File: config.mk
export PLATFORM = sky130hd
export DESIGN_NAME = uart_tx_fifo
export DESIGN_NICKNAME = d
export VERILOG_FILES = /design/src/rtl/uart_pkg.sv /design/src/rtl/uart_fifo.sv /design/src/rtl/uart_tx_fifo.sv
export SDC_FILE = /design/constraint.sdc
export NUM_CORES = 1
export LEC_CHECK = 0
export BUFFER_PORTS_ARGS = -buffer_cell sky130_fd_sc_hd__buf_2
export CAP_MARGIN = 5
export CORE_MARGIN = 2
export CORE_UTILIZATION = 48
export CTS_CLUSTER_SIZE = 8
export DETAILED_ROUTE_END_ITERATION = 8
export PLACE_DENSITY_LB_ADDON = 0.3
export SYNTH_ARGS = -nofsm -noshare
export SYNTH_HDL_FRONTEND = slang
export SYNTH_SLANG_ARGS = --single-unit
File: constraint.sdc
create_clock -name clk -period 3.3 [get_ports clk]
set_input_delay 0.33 -clock clk [delete_from_list [all_inputs] [get_ports clk]]
set_output_delay 0.33 -clock clk [all_outputs]
set_load 0.02 [all_outputs]
File: src/rtl/uart_pkg.sv
// Shared types, parity constants and width helper for the UART transmitter.
// Parity generation is compiled in only when UART_TX_PARITY_EN is defined.
package uart_pkg;

   typedef enum logic [2:0] {
      ST_IDLE,
      ST_START,
      ST_DATA,
      ST_PARITY,
      ST_STOP
   } uart_state_t;

   localparam int PARITY_EVEN = 0;
   localparam int PARITY_ODD  = 1;

   // Width of a counter that must hold values 0..n-1, never narrower than 1 bit.
   function automatic int cnt_width(input int n);
      return (n < 2) ? 1 : $clog2(n);
   endfunction

endpackage

File: src/rtl/uart_fifo.sv
// Synchronous FIFO holding queued transmit words; full and empty are registered
// from the next occupancy so they switch cleanly on the clock edge.
module uart_fifo import uart_pkg::*; #(
   parameter int WIDTH = 8,
   parameter int DEPTH = 4
) (
   input  logic                     clk,
   input  logic                     rst_n,
   input  logic                     push,
   input  logic                     pop,
   input  logic [WIDTH-1:0]         din,
   output logic [WIDTH-1:0]         dout,
   output logic                     full,
   output logic                     empty,
   output logic [$clog2(DEPTH):0]   count
);

   localparam int PW = cnt_width(DEPTH);
   localparam int CW = $clog2(DEPTH) + 1;

   logic [WIDTH-1:0] mem [DEPTH];
   logic [PW-1:0]    wr_ptr;
   logic [PW-1:0]    rd_ptr;
   logic [CW-1:0]    count_next;
   logic             do_push;
   logic             do_pop;

   assign do_push = push && !full;
   assign do_pop  = pop && !empty;
   assign dout    = mem[rd_ptr];

   always_comb begin
      count_next = count;
      if (do_push && !do_pop) begin
         count_next = count + CW'(1);
      end else if (do_pop && !do_push) begin
         count_next = count - CW'(1);
      end
   end

   always_ff @(posedge clk) begin
      if (!rst_n) begin
         wr_ptr <= '0;
         rd_ptr <= '0;
         count  <= '0;
         full   <= 1'b0;
         empty  <= 1'b1;
      end else begin
         if (do_push) wr_ptr <= wr_ptr + PW'(1);
         if (do_pop)  rd_ptr <= rd_ptr + PW'(1);
         count <= count_next;
         full  <= (count_next == CW'(DEPTH));
         empty <= (count_next == '0);
      end
   end

   // Storage is not reset; the pointers alone define which entries are valid.
   always_ff @(posedge clk) begin
      if (do_push) mem[wr_ptr] <= din;
   end

endmodule

File: src/rtl/uart_tx_fifo.sv
// UART transmitter fed by a small FIFO: queued words go out back-to-back as
// start/data/[parity]/stop frames. Define UART_TX_PARITY_EN to add a parity bit.
module uart_tx_fifo import uart_pkg::*; #(
   parameter int BAUD_DIV   = 1250,
   parameter int DATA_BITS  = 8,
   parameter int STOP_BITS  = 1,
   parameter int PARITY_ODD = 0,
   parameter int FIFO_DEPTH = 4
) (
   input  logic                 clk,
   input  logic                 rst_n,
   input  logic [DATA_BITS-1:0] data_in,
   input  logic                 tx_start,
   output logic                 full,
   output logic                 tx_busy,
   output logic                 tx_done,
   output logic                 overflow,
   output logic                 tx_pin
);

   localparam int CNT_W = cnt_width(BAUD_DIV);
   localparam int IDX_W = cnt_width(DATA_BITS + 1);
   localparam int OCC_W = $clog2(FIFO_DEPTH) + 1;

   localparam logic [CNT_W-1:0] BIT_LAST  = CNT_W'(BAUD_DIV - 1);
   localparam logic [IDX_W-1:0] DATA_LAST = IDX_W'(DATA_BITS - 1);
   localparam logic             STOP_LAST = 1'(STOP_BITS - 1);

   if (BAUD_DIV < 2 || DATA_BITS < 5 || DATA_BITS > 9 ||
       (STOP_BITS != 1 && STOP_BITS != 2) ||
       (PARITY_ODD != PARITY_EVEN && PARITY_ODD != uart_pkg::PARITY_ODD) ||
       FIFO_DEPTH < 2 || (FIFO_DEPTH & (FIFO_DEPTH - 1)) != 0) begin : g_bad_params
      $error("uart_tx_fifo: unsupported parameter set");
   end

   uart_state_t          state;
   logic [CNT_W-1:0]     baud_cnt;
   logic [IDX_W-1:0]     bit_idx;
   logic                 stop_cnt;
   logic [DATA_BITS-1:0] shreg;
   logic [DATA_BITS-1:0] fifo_dout;
   logic                 fifo_full;
   logic                 fifo_empty;
   logic [OCC_W-1:0]     fifo_count;
   logic                 push;
   logic                 pop;
   logic                 bit_end;
   logic                 frame_end;
   logic                 line_bit;
`ifdef UART_TX_PARITY_EN
   logic                 par_bit;
`endif

   uart_fifo #(
      .WIDTH (DATA_BITS),
      .DEPTH (FIFO_DEPTH)
   ) u_fifo (
      .clk   (clk),
      .rst_n (rst_n),
      .push  (push),
      .pop   (pop),
      .din   (data_in),
      .dout  (fifo_dout),
      .full  (fifo_full),
      .empty (fifo_empty),
      .count (fifo_count)
   );

   assign full      = fifo_full;
   assign push      = tx_start && !fifo_full;
   assign bit_end   = (baud_cnt == '0);
   assign frame_end = (state == ST_STOP) && bit_end && (stop_cnt == STOP_LAST);
   // A word is taken either from idle or straight out of the last stop bit.
   assign pop       = !fifo_empty && ((state == ST_IDLE) || frame_end);

   always_comb begin
      line_bit = 1'b1;
      case (state)
         ST_START:  line_bit = 1'b0;
         ST_DATA:   line_bit = shreg[0];
`ifdef UART_TX_PARITY_EN
         ST_PARITY: line_bit = par_bit;
`endif
         default:   line_bit = 1'b1;
      endcase
   end

   // The pad copies the state's bit one cycle later, so every output is a flop.
   always_ff @(posedge clk) begin
      if (!rst_n) begin
         state    <= ST_IDLE;
         baud_cnt <= '0;
         bit_idx  <= '0;
         stop_cnt <= 1'b0;
         shreg    <= '0;
         tx_pin   <= 1'b1;
         tx_busy  <= 1'b0;
         tx_done  <= 1'b0;
         overflow <= 1'b0;
`ifdef UART_TX_PARITY_EN
         par_bit  <= 1'b0;
`endif
      end else begin
         tx_pin   <= line_bit;
         tx_busy  <= (state != ST_IDLE);
         tx_done  <= frame_end;
         overflow <= tx_start && (fifo_count == OCC_W'(FIFO_DEPTH));
         if (!bit_end) baud_cnt <= baud_cnt - CNT_W'(1);

         if (pop) begin
            shreg    <= fifo_dout;
            baud_cnt <= BIT_LAST;
            state    <= ST_START;
`ifdef UART_TX_PARITY_EN
            par_bit  <= (^fifo_dout) ^ (PARITY_ODD == uart_pkg::PARITY_ODD);
`endif
         end else begin
            case (state)
               ST_IDLE: ;
               ST_START: begin
                  if (bit_end) begin
                     baud_cnt <= BIT_LAST;
                     bit_idx  <= '0;
                     state    <= ST_DATA;
                  end
               end
               ST_DATA: begin
                  if (bit_end) begin
                     baud_cnt <= BIT_LAST;
                     shreg    <= shreg >> 1;
                     if (bit_idx == DATA_LAST) begin
                        stop_cnt <= 1'b0;
`ifdef UART_TX_PARITY_EN
                        state    <= ST_PARITY;
`else
                        state    <= ST_STOP;
`endif
                     end else begin
                        bit_idx <= bit_idx + IDX_W'(1);
                     end
                  end
               end
`ifdef UART_TX_PARITY_EN
               ST_PARITY: begin
                  if (bit_end) begin
                     baud_cnt <= BIT_LAST;
                     stop_cnt <= 1'b0;
                     state    <= ST_STOP;
                  end
               end
`endif
               ST_STOP: begin
                  if (bit_end) begin
                     if (stop_cnt == STOP_LAST) begin
                        state <= ST_IDLE;
                     end else begin
                        stop_cnt <= 1'b1;
                        baud_cnt <= BIT_LAST;
                     end
                  end
               end
               default: state <= ST_IDLE;
            endcase
         end
      end
   end

endmodule

# Word-level counts from Yosys, hierarchy flattened

Memory sizes are Yosys's and may differ from the RTL's. A register that Yosys moved wholly into a read port is not among the register bits.
Cells that the tools add are included.

Flip-flop bits (word level): 40
Bits in writable memories: 32
Bits of input ports: 11
Word-level logic and storage cells: 106
Memories: 1

Add/sub/neg operators: 6
Eq/ne operators: 18
Muxes and demuxes: 32
Bitwise gates (word level): 4
Reduce and logical (&&, ||, !) cells: 29

Memory list:

| memory     | words | bits a word | read ports | clocked after memory_dff | write ports | line            | source |
|---|---|---|---|---|---|---|---|
| u_fifo.mem | 4     | 8           | 1          | 1                        | 1           | uart_fifo.sv:21 | `logic [WIDTH-1:0] mem [DEPTH];` |

Operator list:

| cell                  | count |
|---|---|
| $mux 11               | 5 |
| $mux 8                | 3 |
| $pmux 11 s2           | 1 |
| $mux 3                | 7 |
| $ne 3x2->1 const B    | 5 |
| $mux 4                | 3 |
| $ne 2x2->1 const B    | 6 |
| $pmux 3 s4            | 1 |
| $reduce_and 6->1      | 2 |
| $logic_not 11->1      | 1 |
| $sub 11x1->11 const B | 1 |
| $reduce_and 5->1      | 2 |
| $eq 3x3->1 const B    | 3 |
| $logic_and 1x1->1     | 9 |
| $pmux 4 s2            | 1 |
| $reduce_bool 2->1     | 4 |
| $mux 1                | 7 |
| $logic_not 3->1       | 2 |
| $add 2x1->2 const B   | 2 |
| $add 4x1->4 const B   | 1 |
| $eq 4x3->1 const B    | 1 |
| $logic_not 1->1       | 4 |
| $mux 2                | 2 |
| $not 1->1             | 4 |
| other kinds (10)      | 12 |

# Logic depth before layout (Yosys ltp)

Word-level depth: 10
Depth in mapped cells: 9
Mapped depth without buffers: 8

# Modules after synthesis

Synthesis repeated with hierarchy kept, for this count alone.

Cell total of the unflattened synthesis: 288
Area, all modules: 3329.4 um2

By module, submodules not included:

| module       | times used | cells an instance | area an instance (um2) |
|---|---|---|---|
| uart_fifo    | 1          | 109               | 1804.2 |
| uart_tx_fifo | 1          | 179               | 1525.2 |

# Worst setup path before layout

No wires, ideal clock.

Path kind: reg-to-reg
Start: reg baud_cnt[0]
End: reg state[2]
Arrival time: 2.272 ns
Data required time: 3.226 ns
Path slack: 0.955 ns
Stages on the path, launching flop included: 9
Clock period less this slack: 2.345 ns
Path through: dfxtp_1 > inv_1 > ha_1 > or4b_1 > or4_1 > buf_2 > or4b_1 > o21ai_1 > nor3b_2

Word-level cells in the longest chain between the ends: 6
Elaborated cells on any way between the ends: 10
Those cells by class: 3 x eq/ne; 7 x reduce/logical

Ends and longest elaborated chain:

| element                        | line                | source |
|---|---|---|
| start, declared                | uart_tx_fifo.sv:37  | `logic [CNT_W-1:0] baud_cnt;` |
| start signal, assigned         | uart_tx_fifo.sv:108 | `if (!bit_end) baud_cnt <= baud_cnt - CNT_W'(1);` |
| $logic_not 11->1 (*)           | uart_tx_fifo.sv:71  | `assign bit_end = (baud_cnt == '0);` |
| $logic_and 1x1->1 (2 in a row) | uart_tx_fifo.sv:72  | `assign frame_end = (state == ST_STOP) && bit_end && (stop_cnt == STOP_LAST);` |
| $logic_or 1x1->1               | uart_tx_fifo.sv:74  | `assign pop = !fifo_empty && ((state == ST_IDLE) \|\| frame_end);` |
| $logic_and 1x1->1              | uart_tx_fifo.sv:74  |  |
| $reduce_or 2->1 (no line)      | -                   |  |
| end signal, assigned           | uart_tx_fifo.sv:91  | `state <= ST_IDLE;` |
| end signal, assigned           | uart_tx_fifo.sv:113 | `state <= ST_START;` |
| end signal, assigned           | uart_tx_fifo.sv:124 | `state <= ST_DATA;` |
| end, declared                  | uart_tx_fifo.sv:36  | `uart_state_t state;` |

Mark *: on every way between the ends. The rest lies on a longest branch, timed or not.
A chain may end at the register's enable or synchronous reset.

# Worst setup path after layout

Start: reg baud_cnt[0]
End: reg baud_cnt[2]

Word-level cells in the longest chain between the ends: 6
Elaborated cells on any way between the ends: 12
Those cells by class: 1 x add/sub; 5 x mux; 6 x reduce/logical

Ends and longest elaborated chain:

| element |
|---|
| branches (longest 6 deep; another with $sub 11x1->11) |

Parallel ways; which one is timed is not known.

==> flow_metrics.env <==
export IMPL_cp_depth=7
export IMPL_leakagePower_nw=1.26
export IMPL_gp_congestion=0.782
export IMPL_rsz0062_at_grt="no"
export IMPL_required_ns=3.57
export IMPL_dp_hpwl_mm=3.96
export IMPL_cts_htree_levels=3
export IMPL_cts_tree="done"
export IMPL_worstSetupEndpointType="flip-flop"
export IMPL_instances_no_fill=374
export IMPL_clockBufferDepth=2
export IMPL_worstReg2RegStart="baud_cnt[0]"
export IMPL_drt_total_wl_mm=5.88
export IMPL_vias=2169
export IMPL_synth_top_area_share_pct=30.5
export IMPL_synth_edff_count=32
export IMPL_dpl_cell_count=358
export IMPL_grt_pass1_wl_mm=9.76
export IMPL_fillers=521
export IMPL_finalSetupViolCount=0
export IMPL_syn_inst=276
export IMPL_io_buffers=15
export IMPL_cts_resized=0
export IMPL_critPathLaunchType="flip-flop"
export IMPL_critPathMaxStageDelay_ns=0.91
export IMPL_die_w_um=85.0
export IMPL_drive_gt1_share_pct=15.2
export IMPL_via_per_inst=5.80
export IMPL_wl_per_cell_um=15.7
export IMPL_rr_endpoint="baud_cnt[2]"
export IMPL_cp_data_arrival_time_ns=3.05
export IMPL_avgSynthCellArea_um2=11.4
export IMPL_syn_nets=297
export IMPL_worstPathCellList="inv_1 -> ha_1 -> nor4b_1 -> and4_1 -> nor2_1 -> nand2_1 -> a211oi_1"
export IMPL_hold_depth=1
export IMPL_track_usage_pct=17.5
export IMPL_startpoint="baud_cnt[0]"
export IMPL_grt_pass1_vias=2095
export IMPL_hold_slack_ns=0.181
export IMPL_maxSlewHeadroom_pct=21.5
export IMPL_yosysWarnings=0
export IMPL_path_delay_family="simple AND/OR/NAND/NOR gates"
export IMPL_crit_path_max_fanout=17
export IMPL_cts_sinks=73
export IMPL_antenna_found_initial=0
export IMPL_core_um2=6350
export IMPL_nets=313
export IMPL_post_route_util_pct=55.0
export IMPL_die_area_um2=7220
export IMPL_post_cts_setup_buffer_count=0
export IMPL_drv_slew=0
export IMPL_syn_area_um2=3150
export IMPL_overflow=0
export IMPL_vdd_ir_drop_max_v=0.000448
export IMPL_rows=29
export IMPL_clk_pin_slew_worst_paths_ns=0.09
export IMPL_worstHoldPathType="primary input to flip-flop"
export IMPL_postCtsHoldBufs=0
export IMPL_start_util_pct=49.5
export IMPL_grt_max_degree=18
export IMPL_final_antenna_net_count=0
export IMPL_critPathSlowestCell="nor2_1"
export IMPL_r2r_cells=7
export IMPL_clockRootBuffer="clkbuf_8"
export IMPL_numCtsBuffers=9
export IMPL_finalCritPeriodShare_pct=84.2
export IMPL_fp_dieH_um=85.0
export IMPL_timing_fmax_mhz=360
export IMPL_status="finished clean"
export IMPL_r2r_slack_ns=0.52
export IMPL_ioPinCount=16
export IMPL_skew_ns=0.0122
export IMPL_ys_types=50
export IMPL_dr_pass1_iters=4
export IMPL_tightest_slew_ns=1.17
export IMPL_ys_async_sr_fraction_pct=0
export IMPL_min_from="data_in[4]"
export IMPL_path_buf_inv=1
export IMPL_crit_type="flip-flop to flip-flop"
export IMPL_synth_seq_cells=73
export IMPL_power_density_nw_per_um2=888
export IMPL_area_growth_pct=11.0
export IMPL_min_period_ns=2.78
export IMPL_hold_viol_final=0
export IMPL_first_iter_violations=135
export IMPL_seq_area_frac_synth_pct=56.6
export IMPL_drc=0
export IMPL_clkLatencyLatePin_ns=0.36
export IMPL_synth_top_cell_by_area="edfxtp_1"
export IMPL_diodes=0
export IMPL_whs_endpoint="u_fifo.mem[0][4]"
export IMPL_synth_top_cells_by_area="edfxtp_1, dfxtp_1, mux4_2"
export IMPL_tns_ns=0
export IMPL_ys_flop_type="dfxtp_1"
export IMPL_maxCapViolations=0
## flip-flops by register name, summed over array words and instances, names as in the netlist, 2 cells and up, named ones only
name,cells
baud_cnt,11
bit_idx,4
shreg,8
state,3
u_fifo.count,3
u_fifo.mem,32
u_fifo.rd_ptr,2
u_fifo.wr_ptr,2
## per-stage QoR
step | total power, mW | setup slack (ns) | area [um^2]
finish | 3.10 | 0.521 | 3490
global route | 3.32 | 0.257 | 3490
CTS | 3.12 | 0.529 | 3490
detailed placement | 2.39 | 0.548 | 3290
global placement | 2.36 | 0.606 | 3290
floorplan | 2.15 | 0.955 | 3150
## layer usage
layer  GRT usage, %  part of all wire [%]
met1           21.6                    46
met2           29.3                    49
met3           3.21                   2.9
met4           8.95                   2.2
met5              0                     0
## worst max path at each step
stage	endpoint	slack, ns
floorplan	state[2]	0.95
global placement	baud_cnt[2]	0.61
detailed placement	state[1]	0.55
CTS	baud_cnt[2]	0.53
global route	baud_cnt[2]	0.26
finish	baud_cnt[2]	0.52
## layout make-up
cell class	instances	area, um^2	area share, %
clock inverter	7	82.6	2.36
multi-input combinational	183	1290	36.9
tap	77	96.3	2.76
inverter	8	30.0	0.860
clock buffer	9	124	3.55
timing repair buffer	17	90.1	2.58
sequential	73	1780	51.0
## power by group
group	internal, mW	switching [mW]	leakage [nW]	total (mW)
Combinational	0.464	0.568	0.529	1.03
Clock	0.362	0.368	0.105	0.731
Sequential	1.15	0.191	0.630	1.34
## layout by cell type, fill, tap and decap left out, types with 3 or more instances in the layout
cell type and instances:
dfxtp_1 41, edfxtp_1 32, nor2_1 20, a21oi_1 20
nor3_1 16, nand2_1 16, buf_2 15, nand3_1 11
o21ai_0 10, ha_1 10, clkbuf_8 9, mux4_2 8
inv_1 7, and2_1 7, a211oi_1 5, a22oi_1 5
or3_1 4, inv_6 4, nor2b_1 3, and4_1 3
o21a_1 3, a31oi_1 3
## synth_stat cells (2+ instances only)
| cell type | instances |
|---|---|
| nor3b_1 | 2 |
| dfxtp_1 | 41 |
| edfxtp_1 | 32 |
| clkbuf_1 | 9 |
| o21a_1 | 3 |
| or4b_1 | 2 |
| a211o_1 | 2 |
| and2_1 | 7 |
| inv_1 | 7 |
| a211oi_1 | 5 |
| mux4_2 | 8 |
| a31oi_1 | 3 |
| o211ai_1 | 2 |
| xnor2_1 | 2 |
| a22oi_1 | 5 |
| nor4_1 | 2 |
| nand3_1 | 11 |
| nor2b_1 | 3 |
| nand2b_1 | 2 |
| buf_1 | 2 |
| nor2_1 | 20 |
| or3_1 | 4 |
| nor4b_1 | 2 |
| xor2_1 | 2 |
| o21ai_0 | 10 |
| nand4_1 | 2 |
| nand2_1 | 16 |
| a21oi_1 | 20 |
| ha_1 | 10 |
| or4_1 | 2 |
| nor3_1 | 16 |
| and3_1 | 2 |
| and4_1 | 3 |
## cell families (layout without fill, tap and decap cells)
logic type / Yosys count / after routing / synth area share (%)
compound gates: 57 / 57 / 11.3
xor+xnor: 5 / 5 / 1.83
fa+ha+maj: 10 / 10 / 3.98
buf+inv: 20 / 41 / 2.43
flops: 73 / 73 / 56.6
mux: 9 / 9 / 6.05
simple gates: 102 / 102 / 17.8
Note: power is estimated with default switching activity, not from simulation.
